`config.mk`:
```
export PLATFORM = sky130hd
export DESIGN_NAME = rtc_bus_arbiter
export DESIGN_NICKNAME = d
export VERILOG_FILES = /design/src/rtl/rtc_bus_arbiter.sv
export SDC_FILE = /design/constraint.sdc
export NUM_CORES = 1
export LEC_CHECK = 0
export BUFFER_PORTS_ARGS = -buffer_cell sky130_fd_sc_hd__buf_2
export CAP_MARGIN = 20
export CORE_MARGIN = 5
export CORE_UTILIZATION = 45
export CTS_CLUSTER_SIZE = 12
export DETAILED_ROUTE_END_ITERATION = 8
export GPL_ROUTABILITY_DRIVEN = 0
export HOLD_SLACK_MARGIN = 0.03
export PLACE_DENSITY = 0.7
export SLEW_MARGIN = 10
export SYNTH_ARGS = -nofsm -noshare
export SYNTH_HDL_FRONTEND = slang
export SYNTH_SLANG_ARGS = --single-unit
```
`constraint.sdc`:
```
create_clock -name clk -period 2.1 [get_ports clk]
set_input_delay 0 -clock clk [delete_from_list [all_inputs] [get_ports clk]]
set_output_delay 0 -clock clk [all_outputs]
set_load 0.02 [all_outputs]
```
`src/rtl/rtc_bus_arbiter.sv`:
```
// RTC bus arbiter: interleaves host register writes with periodic time-refresh scans.
// Define RTC_TIMEOUT_EN to build in the WAIT watchdog.
module rtc_bus_arbiter #(
  parameter int unsigned SCAN_PERIOD = 50000,
  parameter int unsigned TIMEOUT     = 255
) (
  input  logic       clk,
  input  logic       reset,
  input  logic       wr_req,
  input  logic [7:0] wr_addr,
  input  logic [7:0] wr_data,
  output logic       wr_ack,
  output logic       txn_start,
  input  logic       txn_done,
  output logic [7:0] dir_out,
  output logic [7:0] dato,
  output logic       RD_WR,
  input  logic [7:0] dato_rtc,
  output logic [7:0] rd_data,
  output logic [2:0] rd_idx,
  output logic       rd_valid,
  output logic       busy,
  output logic       err_timeout
);

  localparam int SCAN_W = (SCAN_PERIOD > 1) ? $clog2(SCAN_PERIOD) : 1;
  localparam logic [SCAN_W-1:0] SCAN_RELOAD = SCAN_W'(SCAN_PERIOD - 1);
  localparam logic [2:0] LAST_IDX  = 3'd5;
  localparam logic [7:0] SCAN_BASE = 8'h21;

  // state   | meaning
  // S_IDLE  | bus free, arbitration happens here
  // S_START | one-cycle launch, txn_start high
  // S_WAIT  | waiting for txn_done from the bus driver
  typedef enum logic [1:0] {S_IDLE, S_START, S_WAIT} state_t;

  state_t            r_state;
  logic [SCAN_W-1:0] r_scan_cnt;
  logic              r_scan_pend;
  logic              r_ptr_wr;
  logic              r_wr_block;
  logic [2:0]        r_idx;

  logic       w_scan_exp;
  logic       w_wr_elig;
  logic       w_grant_wr;
  logic       w_grant_rd;
  logic       w_abort;
  logic       w_finish;
  logic [7:0] w_rd_byte;

  assign w_scan_exp = (r_scan_cnt == '0);
  assign w_wr_elig  = wr_req & ~r_wr_block;
  assign w_grant_wr = w_wr_elig & (~r_scan_pend | r_ptr_wr);
  assign w_grant_rd = r_scan_pend & ~w_grant_wr;
  assign w_finish   = txn_done | w_abort;
  assign w_rd_byte  = w_abort ? 8'hFF : dato_rtc;

`ifdef RTC_TIMEOUT_EN
  localparam int TO_W = (TIMEOUT > 0) ? $clog2(TIMEOUT + 1) : 1;

  logic [TO_W-1:0] r_to_cnt;
  logic            r_err;

  assign w_abort     = (r_state == S_WAIT) & ~txn_done & (r_to_cnt == '0);
  assign err_timeout = r_err;

  always_ff @(posedge clk or negedge reset) begin
    if (!reset) begin
      r_to_cnt <= '0;
      r_err    <= 1'b0;
    end else begin
      r_err <= w_abort;
      if (r_state == S_START) begin
        r_to_cnt <= TO_W'(TIMEOUT);
      end else if (r_state == S_WAIT && r_to_cnt != '0) begin
        r_to_cnt <= r_to_cnt - 1'b1;
      end
    end
  end
`else
  assign w_abort     = 1'b0;
  assign err_timeout = 1'b0;
`endif

  always_ff @(posedge clk or negedge reset) begin
    if (!reset) begin
      r_state     <= S_IDLE;
      r_scan_cnt  <= SCAN_RELOAD;
      r_scan_pend <= 1'b0;
      r_ptr_wr    <= 1'b1;
      r_wr_block  <= 1'b0;
      r_idx       <= 3'd0;
      txn_start   <= 1'b0;
      busy        <= 1'b0;
      dir_out     <= 8'h00;
      dato        <= 8'h00;
      RD_WR       <= 1'b1;
      rd_data     <= 8'h00;
      rd_idx      <= 3'd0;
      rd_valid    <= 1'b0;
      wr_ack      <= 1'b0;
    end else begin
      txn_start <= 1'b0;
      rd_valid  <= 1'b0;
      wr_ack    <= 1'b0;

      r_scan_cnt <= w_scan_exp ? SCAN_RELOAD : r_scan_cnt - 1'b1;
      // an expiry while a scan is still pending is simply lost
      if (w_scan_exp && !r_scan_pend) r_scan_pend <= 1'b1;
      if (!wr_req) r_wr_block <= 1'b0;

      case (r_state)
        S_IDLE: begin
          if (w_grant_wr) begin
            r_state   <= S_START;
            txn_start <= 1'b1;
            busy      <= 1'b1;
            dir_out   <= wr_addr;
            dato      <= wr_data;
            RD_WR     <= 1'b0;
            r_ptr_wr  <= 1'b0;
          end else if (w_grant_rd) begin
            r_state   <= S_START;
            txn_start <= 1'b1;
            busy      <= 1'b1;
            dir_out   <= SCAN_BASE + {5'd0, r_idx};
            dato      <= 8'h00;
            RD_WR     <= 1'b1;
            r_ptr_wr  <= 1'b1;
          end
        end
        S_START: r_state <= S_WAIT;
        S_WAIT: begin
          if (w_finish) begin
            r_state <= S_IDLE;
            busy    <= 1'b0;
            if (RD_WR) begin
              rd_data  <= w_rd_byte;
              rd_idx   <= r_idx;
              rd_valid <= 1'b1;
              if (r_idx == LAST_IDX) begin
                r_idx       <= 3'd0;
                r_scan_pend <= 1'b0;
              end else begin
                r_idx <= r_idx + 3'd1;
              end
            end else begin
              wr_ack     <= 1'b1;
              // a requester still holding wr_req must drop it before the next grant
              r_wr_block <= 1'b1;
            end
          end
        end
        default: r_state <= S_IDLE;
      endcase
    end
  end

endmodule

```
==> out/results.ini <==
[status]
outcome = complete, no violations

[sta]
hold_viol = 0
finClkSkew_ps = 8.09
worstMarginPinSlew_ps = 671
rsz0062_at_grt = no
finalSetupViolations = 0
timing.final.max_slew_violations = 0
slew_headroom_pct = 55.3
fin_crit_sh_pct = 90.0
timing.fmax_mhz = 529
fin_tns_setup_ps = 0
finalWorstPathRequiredPeriod_ps = 1890

[finish]
syn_to_final_growth_pct = 34.2
diodes = 0
fin_cells = 382
regArea_um2 = 1390
nFillCells = 409
drive_gt1_share_pct = 29.2
finalNetCount = 343
fin_util_pct = 61.4
multi_input_comb_area_um2 = 841
final_cell_mix = buf_2 (59), nand2_1 (48), dfrtp_1 (45)
layout_commonest_cell = buf_2

[grt]
top_usage_layer = met2
antenna_found_initial = 0
met3_usage_pct = 5.48
use_met1_pct = 21.1
grt_pass1_vias = 1978
grt_pass1_wl_um = 8870
grt.total_usage_pct = 17.2
met2_usage_pct = 29.7
overflow = 0
grt_max_degree = 56

[routing]
drc = 0
ant_nets = 0
wirelength_um = 5090
vias_per_cell = 4.78
num_vias = 1827
drt_iter0_drc = 82
drt_first_pass_iters = 4
post_drt_wl_per_cell_um = 13.3

[placement]
placed_cells = 347
io_buffers = 59
dp_hpwl_um = 3450

[die]
core_area_um2 = 5040
die_x_um = 81.6
row_count = 26
io_pins = 61
initial_core_util_pct = 45.7
die_y_um = 81.6
die_area_um2 = 6660

[pwr]
peakVddDrop_v = 0.000654
p_int_mw = 2.09
comb_power_share_pct = 37.6
power.density_nw_per_um2 = 1100
clkPwrFrac_pct = 17.3
switching_share_pct = 38.7
p_sw_mw = 1.32
power.leakage_nw = 1.58
seqPwrFrac_pct = 45.1

[cts]
ctsResizeCount = 0
post-cts-setup-buffers = 0
numCtsBuffers = 5
htree_num_levels = 2
cts.path.max_buffers = 2
clkLatencyLatePin_ps = 300
cts_root_buf = clkbuf_8
tritoncts = yes
cts_hold_buf = 27
cts_sinks = 55
clk_pin_slew_ps = 100

[yosys]
synth_area_um2 = 2310
synth-seq-cells = 55
synthArstFlopShare_pct = 100
syn-instance-count = 215
synth_nets = 247
yosys_warnings = 0
synth_ff_type = dfrtp_1
synth-edff-count = 0
synthDistinctLibCells = 38
synth_top_area_cell = dfrtp_1
yosysTopAreaCellShare_pct = 48.8
avgSynthCellArea_um2 = 10.7
ys_seq_area_share_pct = 60.2
synth_area_leaders = dfrtp_1 (49%), dfstp_2 (11%), nand2_1 (7.8%)

[worst_setup_path]
path_cells = or4_4 > or3_4 > or4_1 > nand3_1
cp_slowest_cell = or4_4
slowest_delay_ps = 560
required_ps = 2350
critPathArrivalTime_ps = 2140
crit_fanout = 5
setup.worst_path.start = r_scan_cnt[3]
critPathKind = flop to flop
startpoint_type = flop
end_kind = flop
reg2reg_from = r_scan_cnt[3]

[worst_hold_path]
min_path_type = input port to async pin

[flow_run]
drv_cap = 0

-- metal layers --
layer  part of all wire [%]  wire length [um]  vias to the layer above
met4                   0.80                41                        0
met2                     50              2560                       44
met5                      0                 0                        -
li1                       -                 -                      908
met1                     43              2200                      869
met3                    5.7               290                        6
-- flip-flops by register name (all words and copies together) (netlist names) --
signal / cells
r_scan_cnt: 16
dir_out: 8
r_wr_block: 1
txn_start: 1
wr_ack: 1
busy: 1
rd_valid: 1
rd_data: 8
r_state: 2
r_idx: 3
dato: 8
rd_idx: 3
r_scan_pend: 1
r_ptr_wr: 1
-- stage by stage --
stage          instance area (um2)  hold WS [ps]  power [mW]  setup slack (ps)
2_1_floorplan                 2310          -296        2.33               271
3_3_place_gp                  2730           172        2.77               235
4_1_cts                       3100           360        3.44               205
5_1_grt                       3100           410        3.66               143
3_5_place_dp                  2730           171        2.80               215
6_report                      3100           348        3.41               210
-- synthesized netlist by cell type (2+ instances only) --
master,number
ha_1,4
dfrtp_1,45
inv_1,12
xnor2_1,5
o21ai_1,2
clkbuf_1,4
nand3_1,5
nor2_1,13
or3_4,2
xor2_1,8
o21ai_0,11
dfstp_2,10
a22o_1,11
nand2_1,48
a21oi_1,3
nor4_1,4
mux2i_1,5
nor3_1,3
-- logic make-up after synthesis --
logic type,share of synthesized area (%)
other,0.163
AO/OA/AOI/OAI,8.68
XOR/XNOR,4.94
adder cells (fa/ha/maj),2.17
flip-flops,60.2
buffers and inverters,3.31
AND/OR/NAND/NOR,18.3
multiplexers,2.17
-- critical path: cells and delay by family, from the launching register on --
family / cells / cell delay, ps
and+or+nand+nor: 4 / 1450
DFF: 1 / 400
-- cell type report --
| class | count | share of cell area, % |
|---|---|---|
| inverters | 12 | 1.46 |
| clock buffers | 5 | 2.22 |
| well taps | 70 | 2.83 |
| repair buffers | 96 | 20.7 |
| flip-flops and latches | 55 | 44.9 |
| multi-input cells | 141 | 27.2 |
| clock inverters | 3 | 0.768 |
-- power groups by stage --
stage / clock (mW) / combinational (mW) / sequential [mW]
after detailed placement: 0 / 1.26 / 1.55
after CTS: 0.616 / 1.29 / 1.53
final: 0.589 / 1.28 / 1.54
after global routing: 0.657 / 1.43 / 1.58
after floorplan: 0 / 0.517 / 1.82
after global placement: 0 / 1.23 / 1.55
-- final timing paths --
check | cells past startpoint | to | slack, ps
max | 4 | r_scan_cnt[15] | 210
min | 3 | r_scan_cnt[13] | 350
max reg2reg | 4 | r_scan_cnt[15] | 210
min reg2reg | 1 | r_scan_cnt[0] | 470
max in group asynchronous | 3 | rd_data[5] | 1320
min in group clk | 4 | rd_data[3] | 410
No activity file was read; power rests on OpenSTA's default activity.
